**config.mk**
```make
export PLATFORM = sky130hd
export DESIGN_NAME = sc_sample_feeder
export DESIGN_NICKNAME = d
export VERILOG_FILES = /design/src/rtl/sc_sample_feeder.sv
export SDC_FILE = /design/constraint.sdc
export NUM_CORES = 1
export LEC_CHECK = 0
export ABC_AREA = 1
export ABC_CLOCK_PERIOD_IN_PS = 2200
export BUFFER_PORTS_ARGS = -buffer_cell sky130_fd_sc_hd__buf_2
export CAP_MARGIN = 20
export CORE_MARGIN = 2
export CORE_UTILIZATION = 53
export DETAILED_ROUTE_END_ITERATION = 6
export PLACE_DENSITY_LB_ADDON = 0.12
export SLEW_MARGIN = 30
export SYNTH_ARGS = -nofsm -noshare
export SYNTH_HDL_FRONTEND = slang
export SYNTH_SLANG_ARGS = --single-unit
```
**constraint.sdc**
```tcl
create_clock -name clock -period 2.2 [get_ports clock]
set_clock_uncertainty 0.05 [all_clocks]
set_input_delay 0.33 -clock clock [delete_from_list [all_inputs] [get_ports clock]]
set_output_delay 0.33 -clock clock [all_outputs]
set_load 0.01 [all_outputs]
```
**src/rtl/sc_sample_feeder.sv**
```systemverilog
// -----------------------------------------------------------------------------
// sc_sample_feeder
// Buffers incoming binary samples in a small FIFO and presents one sample per
// stochastic evaluation frame to the FIR core. Each time a new sample is
// loaded, a one-cycle start pulse restarts the core's RNG/VDC sequence. If the
// FIFO is non-empty when a frame ends, the next frame follows with no gap.
//
// Parameters
//   N      stochastic precision; samples are N+1 bits wide
//   FRAME  clocks per evaluation frame (power of two, >= 4)
//   DEPTH  FIFO depth in samples (power of two, >= 2)
//
// Ports
//   clock       rising-edge clock
//   reset       asynchronous, active-high reset
//   s_data      incoming sample
//   s_valid     s_data is valid
//   s_ready     FIFO can accept a sample this cycle
//   in          sample presented to the core, held for the whole frame
//   start       one-cycle pulse in the first cycle of each frame
//   frame_done  high in the last cycle of each frame
//   underrun    one-cycle pulse after a frame ends with the FIFO empty
//   busy        high while a frame is running
//   fifo_count  current FIFO occupancy
// -----------------------------------------------------------------------------
`timescale 1ns/1ps

module sc_sample_feeder #(
  parameter int unsigned N     = 12,
  parameter int unsigned FRAME = 4096,
  parameter int unsigned DEPTH = 4
) (
  input  logic                     clock,
  input  logic                     reset,
  input  logic [N:0]               s_data,
  input  logic                     s_valid,
  output logic                     s_ready,
  output logic [N:0]               in,
  output logic                     start,
  output logic                     frame_done,
  output logic                     underrun,
  output logic                     busy,
  output logic [$clog2(DEPTH):0]   fifo_count
);

  localparam int unsigned DW = N + 1;
  localparam int unsigned FW = $clog2(FRAME);
  localparam int unsigned AW = $clog2(DEPTH);
  localparam int unsigned CW = AW + 1;

  localparam logic [0:0] S_IDLE = 1'b0;
  localparam logic [0:0] S_RUN  = 1'b1;

  localparam logic [FW-1:0] FCNT_LAST = FW'(FRAME - 1);
  localparam logic [CW-1:0] CNT_FULL  = CW'(DEPTH);

  // Registered state
  logic [0:0]    r_state;
  logic [FW-1:0] r_fcnt;
  logic [AW-1:0] r_wptr;
  logic [AW-1:0] r_rptr;
  logic [CW-1:0] r_count;
  logic [DW-1:0] r_in;
  logic          r_start;
  logic          r_frame_done;
  logic          r_underrun;
  logic          r_busy;
  logic          r_s_ready;
  logic [DW-1:0] r_mem [DEPTH];

  // Next-state values
  logic [0:0]    w_state_nxt;
  logic [FW-1:0] w_fcnt_nxt;
  logic [AW-1:0] w_wptr_nxt;
  logic [AW-1:0] w_rptr_nxt;
  logic [CW-1:0] w_count_nxt;
  logic [DW-1:0] w_in_nxt;
  logic          w_start_nxt;
  logic          w_frame_done_nxt;
  logic          w_underrun_nxt;
  logic          w_busy_nxt;
  logic          w_s_ready_nxt;
  logic          w_pop;
  logic          w_push;
  logic          w_frame_end;
  logic          w_fifo_empty;

  // A full FIFO refuses pushes even when a pop happens in the same cycle,
  // because acceptance is decoded from the registered occupancy only.
  assign w_push       = s_valid && r_s_ready;
  assign w_fifo_empty = (r_count == '0);
  assign w_frame_end  = (r_state == S_RUN) && (r_fcnt == FCNT_LAST);

  // Next-state and output decode
  always_comb begin
    w_state_nxt    = r_state;
    w_fcnt_nxt     = r_fcnt;
    w_pop          = 1'b0;
    w_underrun_nxt = 1'b0;

    case (r_state)
      S_IDLE: begin
        if (!w_fifo_empty) begin
          w_pop       = 1'b1;
          w_state_nxt = S_RUN;
          w_fcnt_nxt  = '0;
        end
      end
      S_RUN: begin
        if (w_frame_end) begin
          w_fcnt_nxt = '0;
          if (!w_fifo_empty) begin
            // back-to-back frame, no idle gap
            w_pop = 1'b1;
          end else begin
            w_state_nxt    = S_IDLE;
            w_underrun_nxt = 1'b1;
          end
        end else begin
          w_fcnt_nxt = r_fcnt + FW'(1);
        end
      end
      default: begin
        w_state_nxt = S_IDLE;
        w_fcnt_nxt  = '0;
      end
    endcase

    w_wptr_nxt = w_push ? (r_wptr + AW'(1)) : r_wptr;
    w_rptr_nxt = w_pop  ? (r_rptr + AW'(1)) : r_rptr;

    case ({w_push, w_pop})
      2'b10:   w_count_nxt = r_count + CW'(1);
      2'b01:   w_count_nxt = r_count - CW'(1);
      default: w_count_nxt = r_count;
    endcase

    w_in_nxt    = w_pop ? r_mem[r_rptr] : r_in;
    w_start_nxt = w_pop;

    // Status outputs are registered copies of what the next state decodes to.
    w_frame_done_nxt = (w_state_nxt == S_RUN) && (w_fcnt_nxt == FCNT_LAST);
    w_busy_nxt       = (w_state_nxt == S_RUN);
    w_s_ready_nxt    = (w_count_nxt < CNT_FULL);
  end

  // State and output registers
  always_ff @(posedge clock or posedge reset) begin
    if (reset) begin
      r_state      <= S_IDLE;
      r_fcnt       <= '0;
      r_wptr       <= '0;
      r_rptr       <= '0;
      r_count      <= '0;
      r_in         <= '0;
      r_start      <= 1'b0;
      r_frame_done <= 1'b0;
      r_underrun   <= 1'b0;
      r_busy       <= 1'b0;
      r_s_ready    <= 1'b1;
    end else begin
      r_state      <= w_state_nxt;
      r_fcnt       <= w_fcnt_nxt;
      r_wptr       <= w_wptr_nxt;
      r_rptr       <= w_rptr_nxt;
      r_count      <= w_count_nxt;
      r_in         <= w_in_nxt;
      r_start      <= w_start_nxt;
      r_frame_done <= w_frame_done_nxt;
      r_underrun   <= w_underrun_nxt;
      r_busy       <= w_busy_nxt;
      r_s_ready    <= w_s_ready_nxt;
    end
  end

  // FIFO storage; contents are don't-care until written, so no reset
  always_ff @(posedge clock) begin
    if (w_push) begin
      r_mem[r_wptr] <= s_data;
    end
  end

  assign s_ready    = r_s_ready;
  assign in         = r_in;
  assign start      = r_start;
  assign frame_done = r_frame_done;
  assign underrun   = r_underrun;
  assign busy       = r_busy;
  assign fifo_count = r_count;

endmodule

```
# Yosys cells after proc, flatten, opt, wreduce, memory -nomap -nowiden
# Memory sizes are Yosys's and may differ from the RTL's. A register that Yosys moved wholly into a read port is not among the register bits.
# Index checks and enable logic that the tools add are counted.
# op_classes
n_mux	14
order_cmp	1
n_bitwise	1
n_reduce_logical	4
n_eq_ne	4
add_sub_neg	5
# op_table
op	count
equality test 12 bit (second input constant)	2
two-way mux 12 bit	2
one-hot mux 12 bit (2 select lines)	1
adder 12 x 1 -> 12 bit (second input constant)	1
two-way mux 1 bit	8
one-hot mux 3 bit (2 select lines)	1
adder 2 x 1 -> 2 bit (second input constant)	2
one-hot mux 1 bit (2 select lines)	2
adder 3 x 1 -> 3 bit (second input constant)	1
logical AND 1 bit	3
logical NOT 3 bit	1
< comparator 3 bit (second input constant)	1
subtractor 3 x 1 -> 3 bit (second input constant)	1
equality test 2 x 1 -> 1 bit (second input constant)	1
equality test 2 bit (second input constant)	1
NOT 1 bit	1
# totals
register_bits	24
in_bits	16
n_memories	1
ram_bits	52
out_inout_bits	21
# memory_table
memory	depth	width	read_ports	rd_ports_with_merged_regs	wr	line	rtl
r_mem	4	13	1	1	1	69	logic [DW-1:0] r_mem [DEPTH];

# Longest topological paths before layout
# Gate-level depths: netlist (run 1).
# depth
word_depth	7
mapped_depth	14
depth_no_buf	13

# Worst setup path before layout (run 1)
# Ideal clock, no wire load.
# synth_path
path_type	reg-to-reg
start	register r_fcnt[1]
end	register (tool-made name)
t_required_ns	2.014
setup_slack_ns	-0.182
setup_ns	0.136
arrival_ns	2.196
path_stages_with_launch	14
path_cell_list	dfrtp_1 > ha_1 > nand2_2 > nor2_4 > nand3_4 > nand2_4 > nand2_4 > clkinv_4 > buf_6 > ha_1 > fa_1 > a21oi_1 > o21ai_0 > xor2_1
# synth_lines
item	line	rtl
start, declared	59	logic [FW-1:0] r_fcnt;
start signal, assigned	163	r_fcnt <= w_fcnt_nxt;

# Worst setup path after layout (run 1)
# layout_path
start	register r_fcnt[0]
end	register r_s_ready, in the netlist s_ready
# layout_via
elab_chain_cells	7
elab_cells_between_ends	8
classes_between	order compare (1); eq/ne (3); mux (3); reduce/logical (1)
# layout_rtl
item	line	rtl
equality test 12 bit (*)	92	assign w_frame_end = (r_state == S_RUN) && (r_fcnt == FCNT_LAST);
logical AND 1 bit (*)	92	
two-way mux 1 bit (*)	110	if (w_frame_end) begin
one-hot mux 1 bit (2 select lines) (*)	101	case (r_state)
equality test 2 x 1 -> 1 bit / equality test 2 bit (equally long branches)	132	case ({w_push, w_pop})
one-hot mux 3 bit (2 select lines) (*)	132	
< comparator 3 bit (*)	144	w_s_ready_nxt = (w_count_nxt < CNT_FULL);
named net w_s_ready_nxt	82	logic w_s_ready_nxt;
end signal, assigned	172	r_s_ready <= w_s_ready_nxt;
end, declared	68	logic r_s_ready;
# The timed path passes the listed nets; every way through them passes the cells marked *.
# A chain may end at the register's enable or synchronous reset.

==> results of run 1 <==
-- where the power goes --
part | switching, mW | leakage [nW] | total, mW | internal [mW]
sequential | 0.0771 | 0.923 | 2.06 | 1.98
combinational | 0.288 | 0.837 | 0.451 | 0.163
clock | 0.602 | 0.0983 | 1.14 | 0.535
total | 0.968 | 1.86 | 3.64 | 2.68
-- Yosys cell counts --
cell	number
nand4_1	1
dfrtp_1	36
xnor2_1	1
nor2_2	7
o21ai_0	29
nand3b_1	3
clkinv_4	1
dfstp_2	1
a31oi_1	8
fa_1	1
clkbuf_1	5
buf_4	1
a31oi_2	5
edfxtp_1	52
nor2_4	1
inv_1	30
o211ai_1	1
nand3_1	12
nand2_2	1
o21ai_1	3
nand3_4	1
nand3_2	1
a21oi_1	6
nor3_1	1
inv_2	1
mux2_2	1
xor2_1	3
buf_6	1
nor2_1	84
nand2_1	50
buf_1	1
ha_1	6
o21bai_1	1
buf_2	3
buf_12	1
nand2_4	2
-- timing repair --
item	4_1_cts	5_1_grt
setup buffers	0	2
endpoints found under the setup margin	0	3
hold endpoints to repair	0	0
resized for setup	0	1
-- per-stage QoR --
step | cells | TNS [ns] | setup slack [ns] | hold WS, ns | instance area (µm²)
after CTS | 515 | 0 | 0.0569 | 0.0531 | 4410
after floorplan | 362 | -0.142 | -0.0830 | 0.379 | 3880
after detailed placement | 499 | 0 | 0.0802 | 0.448 | 4210
final | 517 | 0 | 0.0745 | 0.0332 | 4430
after global routing | 517 | -0.0705 | -0.0548 | 0.101 | 4430
after global placement | 499 | 0 | 0.136 | 0.429 | 4210
-- flip-flops by register name, indices dropped and copies added (netlist names), named ones only --
| signal | cells |
|---|---|
| frame_done | 1 |
| r_mem | 52 |
| fifo_count | 2 |
| r_fcnt | 12 |
| r_wptr | 2 |
| s_ready | 1 |
| r_rptr | 2 |
| start | 1 |
| in | 13 |
| underrun | 1 |
| busy | 1 |
-- cells by family after synthesis --
group           count (synthesis)  synth area share, %
compound gates                 53                 8.24
xor+xnor                        4                0.908
fa+ha+maj                       7                 2.47
buf+inv                        44                 5.22
flops                          89                 64.5
mux                             1                0.292
simple gates                  164                 18.4
-- path summary, 6_finish.rpt --
| path | endpoint | slack, ns |
|---|---|---|
| worst min register to register | in[9] | 0.50 |
| max in group asynchronous | r_fcnt[6] | 1.69 |
| worst min-delay path | r_fcnt[1] | 0.03 |
| worst max register to register | s_ready | 0.07 |
| worst max-delay path | s_ready | 0.07 |
| min in group clock | r_mem[3][7] | 0.13 |
-- layout make-up --
type / instances / area share, %
Tap cell: 99 / 2.80
Sequential cell: 89 / 56.2
Clock inverter: 7 / 1.72
Inverter: 32 / 2.83
Clock buffer: 9 / 2.80
Multi-Input combinational cell: 229 / 26.9
Timing Repair Buffer: 52 / 6.78
-- routing by layer --
metal	vias to the layer above	part of all wire [%]	track usage, %
met3	5	4.2	3.88
met1	1235	46	26.5
li1	1300	-	-
met4	0	1.2	8.55
met5	-	0	0
met2	59	49	29.8
-- worst reg2reg max path, delay by kind of cell (launching register included) --
kind | cells | cell delay [ns]
fa+ha+maj | 3 | 0.71
flops | 1 | 0.41
simple gates | 5 | 0.38
compound gates | 2 | 0.21
xor+xnor | 1 | 0.19
buf+inv | 2 | 0.11
==> flow_summary_export.csv, run 1 <==
group,metric,value,unit
clock_network,max-clock-path-buffers,2,
global_route,grt_pass1_vias,2300,
global_route,gr-total-overflow,0,
synthesis,ys_ff_latch,89,
final_layout,drive_above_1_share,22.2,%
clock_network,clk_pin_slew,0.09,ns
synthesis,avgSynthCellArea,10.7,µm²
route,drtIter0Drc,182,
setup_path,critPathMaxStageDelay,0.41,ns
route,vias_per_cell,5.03,
power_and_ir_drop,fin_total_pwr,3.64,mW
timing,rsz0062_at_grt,"yes",
place,dp_hpwl,4.64,mm
synthesis,netlist_instances,362,
setup_path,cp_common_cell,"nand2_4",
setup_path,start_kind,"register",
die,io_pins,37,
route,drt_wl_total,7.26,mm
power_and_ir_drop,ir_drop,0.478,mV
global_route,grt_max_degree,38,
final_layout,fin_util,62.0,%
setup_path,r2r_start,"r_fcnt[0]",
timing,drv_slew,0,
route,first_pass_iters,4,
setup_path,crit_buf_inv,2,
final_layout,final_common_cell,"nor2_1",
timing,hold_violations,0,
setup_path,path_depth,13,
setup_path,crit_family,"adder cells",
clock_network,insertion_delay,0.35,ns
setup_path,crit_start,"r_fcnt[0]",
timing,fin_crit,2.13,ns
die,rows,31,
final_layout,area_growth,14.8,%
synthesis,syn_area,0.00386,mm²
synthesis,yosysSeqAreaShare,64.5,%
synthesis,synth_top_area_share,40.5,%
timing,slew_headroom,65.8,%
route,ant_nets,0,
die,core_area,0.00714,mm²
setup_path,crit_path_top_delay_cell,"dfrtp_1",
clock_network,cts_sinks,89,
job,max_cap_viol_count,0,
final_layout,multiInputGateArea,0.00119,mm²
timing,fin_crit_sh,96.6,%
global_route,grt_pass1_wl,11.1,mm
final_layout,nFillCells,618,
clock_network,htree_levels,3,
global_route,antenna_found_initial,0,
power_and_ir_drop,leakage,1.86,nW
final_layout,antenna_cells,0,
route,drc,0,
final_layout,seq_area,0.00249,mm²
die,die_h,89.3,µm
synthesis,synth_fp_nets,385,
timing,setup_violations,0,
setup_path,worstSetupEndpointType,"register",
setup_path,crit_fanout,5,
synthesis,synth-warning-count,0,
clock_network,root_buffer,"clkbuf_8",
setup_path,path_cells,"ha_2 -> nand2_2 -> nor2_4 -> nand3_4 -> nand2_4 -> nand2_4 -> clkinv_4 -> ha_4 -> fa_2 -> a21oi_2 -> o21ai_1 -> xor2_1 -> inv_1",
setup_path,reg2reg_depth,13,
global_route,grt_usage,19.2,%
clock_network,cts_tree,"yes",
status,status,"finished, final reports clean",
clock_network,cts_hold_buf,0,
final_layout,most-common-layout-cells,"nor2_1, edfxtp_1, nand2_1",
setup_path,worst_ep_arrival_time,2.36,ns
timing,max_freq,470,MHz
place,io_buffers,36,
route,vias,2599,
die,start_util,54.0,%
route,wl_per_cell,14.0,µm
place,gp_congestion,0.840,
setup_path,worstSetupPathType,"register to register",
die,die_w,89.3,µm
final_layout,fin_nets,436,
synthesis,yosys.cell_types.count,36,
clock_network,numCtsBuffers,9,
synthesis,synth.area.top_cells,"edfxtp_1, dfrtp_1, nor2_1, nand2_1, o21ai_0",
setup_path,worstPathRequired,2.44,ns
power_and_ir_drop,powerDensity,823,mW/mm²
synthesis,synth_top_area_cell,"edfxtp_1",
timing,worst-slew-pin-transition,0.513,ns
hold_path,min_path_type,"primary input to asynchronous set/reset pin",
die,die_area,0.00798,mm²
No activity file was read; power rests on OpenSTA's default activity.
==> inputs of run 2 (changes only) <==
--- a/config.mk
+++ b/config.mk
@@ -6,11 +6,10 @@
 export NUM_CORES = 1
 export LEC_CHECK = 0
 export ABC_AREA = 1
-export ABC_CLOCK_PERIOD_IN_PS = 2200
 export BUFFER_PORTS_ARGS = -buffer_cell sky130_fd_sc_hd__buf_2
 export CAP_MARGIN = 20
 export CORE_MARGIN = 2
-export CORE_UTILIZATION = 53
+export CORE_UTILIZATION = 63
 export DETAILED_ROUTE_END_ITERATION = 6
 export PLACE_DENSITY_LB_ADDON = 0.12
 export SLEW_MARGIN = 30
==> constraint.sdc (replaced) <==
create_clock -name clock -period 2.7 [get_ports clock]
set_clock_uncertainty 0.05 [all_clocks]
set_input_delay 0.405 -clock clock [delete_from_list [all_inputs] [get_ports clock]]
set_output_delay 0.405 -clock clock [all_outputs]
set_load 0.01 [all_outputs]
==> run 2 against run 1 <==
Against the previous run:
- global-route usage is 3.1 points higher
- flip-flop and latch count stayed put
- total power is 20% lower
- sequential power is 19% lower
- clock power is 19% lower
- die area is 15% lower
- sequential share of layout area is 1.4 points higher
- worst setup slack better by 0.15 ns
==> flow_summary_export.csv, run 2 (synthesized netlist as in run 1, its figures left out) <==
group,metric,value,unit
global_route,gr-usage-met2,36.4,%
setup_path,worstSetupEndpointType,"register",
power_and_ir_drop,comb_power_share,11.6,%
global_route,grt_usage,22.3,%
setup_path,worst_ep_arrival_time,2.70,ns
clock_network,insertion_delay,0.35,ns
setup_path,regToRegSetupSlack,0.23,ns
power_and_ir_drop,powerDensity,678,mW/mm²
die,start_util,65.2,%
place,pre_cts_slack,0.256,ns
place,gp_congestion,0.888,
setup_path,reg2reg_depth,13,
status,status,"finished, final reports clean",
power_and_ir_drop,switchingPower,0.759,mW
power_and_ir_drop,leakage,1.83,nW
power_and_ir_drop,internal_power,2.17,mW
timing,fin_crit,2.47,ns
final_layout,multiInputGateArea,0.00117,mm²
final_layout,area_growth,12.0,%
die,io_pins,37,
timing,drv_slew,0,
setup_path,worstPathRequired,2.93,ns
power_and_ir_drop,ir_drop,0.537,mV
timing,worst-slew-pin-transition,0.589,ns
global_route,grt_max_degree,38,
hold_path,min_path_type,"primary input to asynchronous set/reset pin",
setup_path,start_kind,"register",
global_route,grt_pass1_wl,11.0,mm
setup_path,worstSetupPathType,"register to register",
setup_path,r2r_start,"r_fcnt[0]",
final_layout,nFillCells,439,
clock_network,clk_pin_slew,0.10,ns
global_route,busiest_layer,"met2",
final_layout,antenna_cells,0,
clock_network,htree_levels,3,
global_route,antenna_found_initial,0,
global_route,gr-total-overflow,0,
timing,fin_crit_sh,91.7,%
timing,slew_headroom,60.8,%
timing,fin_ws,0.225,ns
job,max_cap_viol_count,0,
die,core_area,0.00592,mm²
clock_network,numCtsBuffers,9,
global_route,grt_use_met3,3.91,%
setup_path,crit_fanout,9,
clock_network,cts.repair.resized,0,
final_layout,fin_nets,428,
power_and_ir_drop,swShare,25.9,%
die,die_h,82.3,µm
route,ant_nets,0,
clock_network,max-clock-path-buffers,2,
die,die_w,82.3,µm
clock_network,cts_hold_buf,0,
clock_network,cts_sinks,89,
timing,rsz0062_at_grt,"no",
global_route,grt_util_met1,30.6,%
global_route,grt_pass1_vias,2412,
route,vias,2588,
power_and_ir_drop,p_clk_share,31.4,%
route,drtIter0Drc,188,
clock_network,cts_tree,"yes",
clock_network,postCtsSetupBuffers,0,
route,wl_per_cell,14.1,µm
power_and_ir_drop,pwr-share-seq,57.1,%
timing,hold_violations,0,
power_and_ir_drop,fin_total_pwr,2.93,mW
timing,setup_violations,0,
route,first_pass_iters,4,
route,drc,0,
final_layout,largest_reg_flops,52,
place,dpl_cell_area,0.00412,mm²
final_layout,drive_above_1_share,19.8,%
place,dp_hpwl,4.44,mm
setup_path,rr_endpoint,"s_ready",
final_layout,seq_area,0.00249,mm²
place,io_buffers,36,
route,drt_wl_total,6.83,mm
final_layout,design_area,0.00432,mm²
timing,fin_tns_setup,0,ns
timing,max_freq,404,MHz
die,die_area,0.00677,mm²
final_layout,largest_register,"r_mem",
die,rows,28,
clock_network,root_buffer,"clkbuf_8",
route,vias_per_cell,5.34,
final_layout,final_common_cell,"nor2_1",
final_layout,most-common-layout-cells,"nor2_1, edfxtp_1, nand2_1",
## run 2: cell types whose count changed in the layout (fill, tap and decap cells not counted), sizes merged
cell      previous run  this run
buf                 52        44
clkbuf               9        10
clkinv               3         4
clkinvlp             1         0
inv                 34        33
## run 2: power groups by stage
stage | combinational, mW | sequential [mW] | clock, mW
3_5_place_dp | 0.348 | 1.70 | 0
2_1_floorplan | 0.198 | 1.71 | 0
4_1_cts | 0.348 | 1.67 | 0.931
3_3_place_gp | 0.337 | 1.70 | 0
5_1_grt | 0.389 | 1.69 | 0.997
6_report | 0.339 | 1.67 | 0.919
## run 2: final cells by class
cell class	instances	area share [%]
clock buffer	10	2.95
inverter	32	2.90
sequential	89	57.6
tap	75	2.17
clock inverter	6	1.77
multi-input combinational	229	27.0
timing repair buffer	44	5.56
## run 2: worst max-delay path: stages, from the launching register on
cell and delay [ns]:
dfrtp_1 0.47, ha_1 0.26, nand2_2 0.11, nor2_4 0.06
nand3_4 0.12, nand2_4 0.08, nand2_4 0.08, clkinv_4 0.05
ha_1 0.23, fa_1 0.38, a21oi_1 0.15, o21ai_0 0.11
xor2_1 0.19, inv_1 0.06
## run 2: stage by stage
step | std cells | utilization (%) | hold slack (ns)
5_1_grt | 485 | 73.0 | 0.155
4_1_cts | 485 | 73.0 | 0.132
6_report | 485 | 73.0 | 0.121
2_1_floorplan | 362 | - | 0.454
3_3_place_gp | 469 | 69.5 | 0.479
3_5_place_dp | 469 | 69.5 | 0.486
## run 2: per-layer routing
layer	wire length [µm]	vias to the layer above	part of all wire (%)
met2	3260	78	48
li1	-	1283	-
met3	456	9	6.7
met5	0	-	0
met4	66	0	0.97
met1	3050	1218	45
## run 2: worst max path at each step
stage / start / to / slack [ns] / cells after the start
2_1_floorplan: r_fcnt[1] / register / 0.32 / 13
3_3_place_gp: r_fcnt[0] / s_ready / 0.33 / 13
3_5_place_dp: r_fcnt[0] / s_ready / 0.26 / 13
4_1_cts: r_fcnt[0] / s_ready / 0.25 / 13
5_1_grt: r_fcnt[0] / s_ready / 0.03 / 13
6_report: r_fcnt[0] / s_ready / 0.23 / 13
==> inputs of run 3 (changes only) <==
--- a/config.mk
+++ b/config.mk
@@ -11,6 +11,7 @@
 export CORE_MARGIN = 2
 export CORE_UTILIZATION = 63
 export DETAILED_ROUTE_END_ITERATION = 6
+export MAX_ROUTING_LAYER = met4
 export PLACE_DENSITY_LB_ADDON = 0.12
 export SLEW_MARGIN = 30
 export SYNTH_ARGS = -nofsm -noshare
==> run 3 against run 2 <==
Against the previous run:
- register-to-register slack about the same
- sequential power about the same
- largest power group unchanged
- wire length up 4.1%
- utilization about the same
- worst hold slack worse by 0.021 ns
- total power up 0.34%
- first-iteration DRC count up 8.5%
- critical path type unchanged
==> flow_summary_export.csv, run 3 (synthesized netlist as in run 1, its figures left out) <==
group,metric,value,unit
status,status,"finished, final reports clean",
die,die_h,82.3,µm
power_and_ir_drop,p_clk_share,31.5,%
route,drc,0,
setup_path,worstPathRequired,2.94,ns
clock_network,postCtsSetupBuffers,0,
power_and_ir_drop,internal_power,2.17,mW
setup_path,worstSetupEndpointType,"register",
global_route,gr-total-overflow,0,
final_layout,final_common_cell,"nor2_1",
route,drt_wl_total,7.11,mm
global_route,grt_pass1_wl,11.5,mm
power_and_ir_drop,pwr-share-seq,56.8,%
global_route,grt_pass1_vias,2567,
power_and_ir_drop,swShare,26.2,%
die,rows,28,
die,core_area,0.00592,mm²
final_layout,multiInputGateArea,0.00117,mm²
route,vias,2574,
setup_path,worstSetupPathType,"register to register",
clock_network,cts_sinks,89,
setup_path,regToRegSetupSlack,0.22,ns
clock_network,cts.repair.resized,0,
job,max_cap_viol_count,0,
clock_network,insertion_delay,0.35,ns
route,wl_per_cell,14.7,µm
clock_network,cts_hold_buf,0,
timing,hold_violations,0,
hold_path,min_path_type,"primary input to asynchronous set/reset pin",
final_layout,drive_above_1_share,19.8,%
timing,setup_violations,0,
route,vias_per_cell,5.31,
timing,fin_crit,2.48,ns
timing,max_freq,404,MHz
die,die_area,0.00677,mm²
final_layout,seq_area,0.00249,mm²
final_layout,fin_nets,428,
timing,slew_headroom,61.2,%
power_and_ir_drop,powerDensity,681,mW/mm²
final_layout,largest_reg_flops,52,
power_and_ir_drop,switchingPower,0.769,mW
final_layout,area_growth,11.9,%
die,start_util,65.2,%
place,gp_congestion,0.915,
setup_path,crit_fanout,9,
timing,fin_crit_sh,91.8,%
timing,rsz0062_at_grt,"no",
timing,drv_slew,0,
clock_network,htree_levels,3,
place,io_buffers,36,
setup_path,start_kind,"register",
global_route,grt_usage,24.2,%
route,first_pass_iters,4,
clock_network,max-clock-path-buffers,2,
power_and_ir_drop,leakage,1.83,nW
die,die_w,82.3,µm
power_and_ir_drop,ir_drop,0.527,mV
timing,worst-slew-pin-transition,0.582,ns
route,ant_nets,0,
power_and_ir_drop,comb_power_share,11.7,%
timing,holdWs,0.0997,ns
clock_network,numCtsBuffers,9,
clock_network,clk_pin_slew,0.09,ns
setup_path,worst_ep_arrival_time,2.72,ns
global_route,antenna_found_initial,0,
clock_network,root_buffer,"clkbuf_8",
global_route,grt_max_degree,38,
final_layout,most-common-layout-cells,"nor2_1, edfxtp_1, nand2_1",
final_layout,antenna_cells,0,
clock_network,cts_tree,"yes",
setup_path,reg2reg_depth,13,
final_layout,largest_register,"r_mem",
die,io_pins,37,
timing,fin_tns_setup,0,ns
final_layout,nFillCells,440,
route,drtIter0Drc,204,
place,dp_hpwl,4.54,mm
run 3: power groups by stage:
stage               Combinational [mW]  Clock (mW)  Sequential, mW
floorplan                        0.198           0            1.71
global placement                 0.337           0            1.70
detailed placement               0.351           0            1.70
CTS                              0.351       0.939            1.67
global route                     0.387       0.999            1.69
finish                           0.343       0.926            1.67
run 3: per-stage QoR:
step           setup slack (ns)  util [%]  cell area, µm²  power, mW  cells
2_1_floorplan             0.318         -            3860       1.91    362
3_3_place_gp              0.327      69.5            4120       2.03    469
3_5_place_dp              0.246      69.5            4120       2.05    469
4_1_cts                   0.231      72.9            4320       2.96    485
5_1_grt                  0.0191      72.9            4320       3.07    485
6_report                  0.222      72.9            4320       2.94    485
run 3: final timing paths:
check                              endpoint      start
worst max-delay path                s_ready  r_fcnt[0]
worst min-delay path              r_wptr[1]      reset
worst max register to register      s_ready  r_fcnt[0]
worst min register to register        in[9]      in[9]
max in group asynchronous           s_ready      reset
min in group clock              r_mem[2][8]  s_data[8]
run 3: area by class of cell:
cell class,count,share of cell area [%]
inverters,32,2.90
clock buffers,10,2.96
clock inverters,6,1.74
repair buffers,44,5.56
multi-input cells,229,27.0
flip-flops and latches,89,57.6
well taps,75,2.17
run 3: metal layers:
metal  GRT usage, %  vias to the layer above  part of all wire, %
met2           38.5                       77                   48
met4           10.5                        0                  1.6
met5              -                        -                    0
met3           4.24                       15                  6.1
met1           30.7                     1199                   45
li1               -                     1283                    -
run 3: worst max-delay path, stage by stage (launching register included):
cell	delay, ns
dfrtp_1	0.47
ha_1	0.26
nand2_2	0.11
nor2_4	0.05
nand3_4	0.12
nand2_4	0.08
nand2_4	0.08
clkinv_4	0.05
ha_1	0.23
fa_1	0.40
a21oi_1	0.15
o21ai_0	0.11
xor2_1	0.18
inv_1	0.06
